<file path="config.mk">
export PLATFORM = sky130hd
export DESIGN_NAME = im_loader
export DESIGN_NICKNAME = d
export VERILOG_FILES = /design/src/rtl/im_loader.sv
export SDC_FILE = /design/constraint.sdc
export NUM_CORES = 1
export LEC_CHECK = 0
export CORE_ASPECT_RATIO = 1.4
export CORE_MARGIN = 2
export CORE_UTILIZATION = 45
export DETAILED_ROUTE_END_ITERATION = 10
export PLACE_DENSITY = 0.71
export REMOVE_ABC_BUFFERS = 1
export SLEW_MARGIN = 5
export SYNTH_ARGS = -nofsm -noshare
export SYNTH_HDL_FRONTEND = slang
export SYNTH_SLANG_ARGS = --single-unit
</file>
<file path="constraint.sdc">
create_clock -name clk -period 6.55 [get_ports clk]
set_clock_uncertainty 0.1 [all_clocks]
set_input_delay 1.31 -clock clk [delete_from_list [all_inputs] [get_ports clk]]
set_output_delay 1.31 -clock clk [all_outputs]
set_load 0.02 [all_outputs]
</file>
<file path="src/rtl/im_loader.sv">
// Byte-stream loader for instruction memory: a header byte, a 16-bit word count, then
// three bytes per 17-bit instruction. The CPU is stalled while a load is in progress.
module im_loader #(
   parameter int unsigned DEPTH   = 2048,
   parameter logic [7:0]  HDR     = 8'hA5,
   parameter int unsigned TIMEOUT = 50000
) (
   input  logic        clk,
   input  logic        rst,
   input  logic        byte_vld,
   input  logic [7:0]  byte_data,
   input  logic [15:0] cpu_addr,
   input  logic        cpu_rd_en,
   output logic [15:0] im_addr,
   output logic        im_rd_en,
   output logic        im_we,
   output logic [16:0] im_wdata,
   output logic        cpu_stall,
   output logic        done,
   output logic        err
);

   localparam int unsigned TW = $clog2(TIMEOUT + 1);

   localparam logic [2:0] IDLE   = 3'd0;
   localparam logic [2:0] CNT_HI = 3'd1;
   localparam logic [2:0] CNT_LO = 3'd2;
   localparam logic [2:0] B0     = 3'd3;
   localparam logic [2:0] B1     = 3'd4;
   localparam logic [2:0] B2     = 3'd5;
   localparam logic [2:0] DONE   = 3'd6;
   localparam logic [2:0] ERR    = 3'd7;

   logic [2:0]    state;
   logic [2:0]    state_nxt;
   logic [15:0]   wr_addr;
   logic [15:0]   count;
   logic [7:0]    cnt_hi;
   logic          instr_msb;
   logic [7:0]    instr_mid;
   logic [TW-1:0] idle_cnt;

   logic          loading;
   logic [15:0]   count_in;
   logic          count_bad;
   logic          last_word;
   logic          timeout_hit;

   assign loading     = (state == CNT_HI) || (state == CNT_LO) || (state == B0) ||
                        (state == B1) || (state == B2);
   assign count_in    = {cnt_hi, byte_data};
   assign count_bad   = (count_in == 16'd0) || (32'(count_in) > 32'(DEPTH));
   // wr_addr has already advanced past the previous word by the time a B2 byte can arrive
   assign last_word   = (wr_addr == (count - 16'd1));
   assign timeout_hit = loading && !byte_vld && (idle_cnt == TW'(TIMEOUT - 1));

   always_ff @(posedge clk or posedge rst) begin
      if (rst) state <= IDLE;
      else     state <= state_nxt;
   end

   always_comb begin
      state_nxt = state;
      case (state)
         IDLE, DONE, ERR: if (byte_vld && (byte_data == HDR)) state_nxt = CNT_HI;
         CNT_HI:          if (byte_vld) state_nxt = CNT_LO;
         CNT_LO:          if (byte_vld) state_nxt = count_bad ? ERR : B0;
         B0:              if (byte_vld) state_nxt = B1;
         B1:              if (byte_vld) state_nxt = B2;
         B2:              if (byte_vld) state_nxt = last_word ? DONE : B0;
         default:         state_nxt = IDLE;
      endcase
      if (timeout_hit) state_nxt = ERR;
   end

   // Byte capture, word assembly, write strobe and inter-byte idle counter
   always_ff @(posedge clk or posedge rst) begin
      if (rst) begin
         wr_addr   <= 16'd0;
         count     <= 16'd0;
         cnt_hi    <= 8'd0;
         instr_msb <= 1'b0;
         instr_mid <= 8'd0;
         idle_cnt  <= '0;
         im_we     <= 1'b0;
         im_wdata  <= 17'd0;
      end else begin
         im_we <= 1'b0;
         if (im_we) wr_addr <= wr_addr + 16'd1;

         if (loading) idle_cnt <= byte_vld ? '0 : idle_cnt + TW'(1);
         else         idle_cnt <= '0;

         if (byte_vld) begin
            case (state)
               CNT_HI: cnt_hi <= byte_data;
               CNT_LO: begin
                  count   <= count_in;
                  wr_addr <= 16'd0;
               end
               B0:     instr_msb <= byte_data[0];
               B1:     instr_mid <= byte_data;
               B2: begin
                  im_we    <= 1'b1;
                  im_wdata <= {instr_msb, instr_mid, byte_data};
               end
               default: ;
            endcase
         end
      end
   end

   // The final word's strobe lands in the first DONE cycle, so the write port keeps
   // priority over CPU fetches for that one cycle.
   assign cpu_stall = loading;
   assign done      = (state == DONE);
   assign err       = (state == ERR);
   assign im_addr   = (loading || im_we) ? wr_addr : cpu_addr;
   assign im_rd_en  = cpu_rd_en && !loading && !im_we;

endmodule

</file>
==> flow_summary.yaml <==
outcome:
  status: "complete, no violations"
setup_path:
  r2r_end: "im_wdata[2]"
  crit_fanout: 17
  end_kind: "primary output"
  crit_family: "simple AND/OR/NAND/NOR gates"
  ff2ff_setup_slack_ns: 4.12
  slowest_stage: "nor2_2"
  critPathLaunchType: "register"
  cp.arrival_ns: 2.97
  reg2regPathDepth: 5
  critPathMaxStageDelay_ns: 0.73
  path_class: "register to primary output"
  required_ns: 5.14
  worstPathCellList: "nor3_1 -> a21oi_2 -> nor2_2 -> mux2_2 -> clkdlybuf4s50_1"
  cp_num_buf_inv: 1
  timing.rr.start: "state[1]"
logic_synthesis:
  ys.flop_type: "dfrtp_1"
  synth-async-reset-ratio: 1.00
  synth_seq_area_share: 0.485
  synth_top_area_share: 0.485
  yosysUniqueCellTypes: 52
  yosys_warnings: 0
  yosysTopAreaCell: "dfrtp_1"
  synthCells: 432
  ys_ff_latch: 86
  synth_edf_count: 0
  avgSynthCellArea_sq_um: 10.3
  netlist_area_sq_um: 4430
  synth_area_leaders: "dfrtp_1 (49%), mux2_2 (11%), nand2_1 (6.1%)"
power:
  max-vdd-ir-drop_mv: 0.264
  power.density_nw_per_um2: 503
  power.leakage_nw: 2.34
  p_total_mw: 2.77
detailed_routing:
  wire_per_inst_um: 15.4
  vias_per_cell: 5.26
  dr.pass1.iters: 4
  drtIter0Drc: 129
  routed-via-count: 3310
  route.detailed.drc: 0
  antenna_left: 0
  drt_wl_total_mm: 9.66
sta:
  tightest_slew_ns: 1.08
  setup_violations: 0
  fmax_mhz: 228
  post-route-period-util: 0.669
  drv_slew: 0
  relSlewSlack: 0.277
  hold_viol: 0
  rsz0062_at_grt: "false"
  period_minus_slack_ns: 4.38
  tns_ns: 0
floorplan:
  fp.dieW_um: 87.9
  ioPinCount: 66
  core_area_sq_um: 9510
  initial_core_util: 0.466
  rows: 42
  die_h_um: 121
  die_area_sq_um: 10700
cts:
  postCtsSetupBuffers: 0
  clk_pin_slew_ns: 0.06
  clock_latency_ns: 0.34
  cts_root_buf: "clkbuf_16"
  htreeDepth: 3
  clock_sink_count: 86
  cts_hold_buf: 0
  cts_buffers: 9
  tritoncts: "yes"
  ctsLongestPathBuffers: 2
  ctsResizeCount: 0
worst_hold_path:
  worstHoldStart: "idle_cnt[0]"
  hp-class: "register to register"
  holdPathStages: 1
  min_to: "idle_cnt[0]"
finish:
  layout.nets: 523
  final_cell_mix: "dfrtp_1 (86), nand2_1 (72), clkdlybuf4s50_1 (65)"
  final_common_cell: "dfrtp_1"
  drive_gt1_frac: 0.153
  syn_to_final_growth_pct: 24.0
  diodes: 0
placement:
  port-buffer-count: 65
  place_hpwl_mm: 6.78
  gp_congestion: 0.842
global_route:
  antenna_found_initial: 0
  grt_overflow_total: 0
  grt_pass1_vias: 3388
  grt_first_pass_wirelength_mm: 16.0
  grt_usage: 0.195
  grt_max_degree: 87
job:
  maxCapViolations: 0
[layer usage]
metal	up-vias	part of all wire	GRT usage
li1	1596	-	-
met1	1609	0.43	0.242
met2	79	0.49	0.315
met3	26	0.037	0.0333
met4	0	0.041	0.113
met5	-	0	0
[final cells by class]
class,instances,area [sq um]
fillers,815,4010
flip-flops and latches,86,2150
well taps,132,165
repair buffers,67,666
multi-input cells,323,2190
inverters,5,20.0
clock inverters,7,78.8
clock buffers,9,225
[cell families (layout without fill, tap and decap cells)]
group,Yosys count,count (layout),synth area share
simple gates,193,193,0.215
flops,86,86,0.485
xor+xnor,54,54,0.107
mux,49,49,0.124
compound gates,24,24,0.0387
buf+inv,23,88,0.0217
fa+ha+maj,3,3,0.00847
[stage by stage]
step	instance area (sq um)	setup WS (ns)	util	hold WS, ns	std cells
floorplan	4360	2.92	-	0.325	414
global placement	5190	2.64	0.546	0.338	613
detailed placement	5190	2.48	0.546	0.349	613
CTS	5500	2.12	0.578	0.358	629
global route	5500	2.00	0.578	0.397	629
finish	5500	2.17	0.578	0.357	629
[worst max path at each step]
stage	slack, ns	cells after the start	start	to
6_report	2.17	5	state[2]	im_addr[1]
5_1_grt	2.00	5	state[2]	im_addr[13]
4_1_cts	2.12	5	state[2]	im_addr[1]
3_5_place_dp	2.48	5	state[2]	im_addr[1]
3_3_place_gp	2.64	5	state[2]	im_addr[2]
2_1_floorplan	2.92	1	rst	cnt_hi[0]
[cell usage after synthesis, types with 4 or more instances]
cell	count
dfrtp_1	86
nand2_1	72
nor2_1	46
mux2_2	45
xnor2_1	28
xor2_1	26
and3_1	12
nand3_1	12
clkbuf_1	10
nor3_1	10
buf_2	8
nand4_1	6
o21ai_0	5
inv_1	4
[power by group]
part | leakage (nW) | switching (mW) | internal [mW]
Combinational | 1.10 | 0.606 | 0.635
Clock | 0.151 | 0.221 | 0.300
Sequential | 1.09 | 0.262 | 0.743
Total | 2.34 | 1.09 | 1.68
[state kept, by name (all words and copies together) (netlist names)]
register,flops
instr_msb,1
idle_cnt,16
im_we,1
cnt_hi,8
im_wdata,17
instr_mid,8
state,3
count,16
wr_addr,16
No activity file was read; power rests on OpenSTA's default activity.
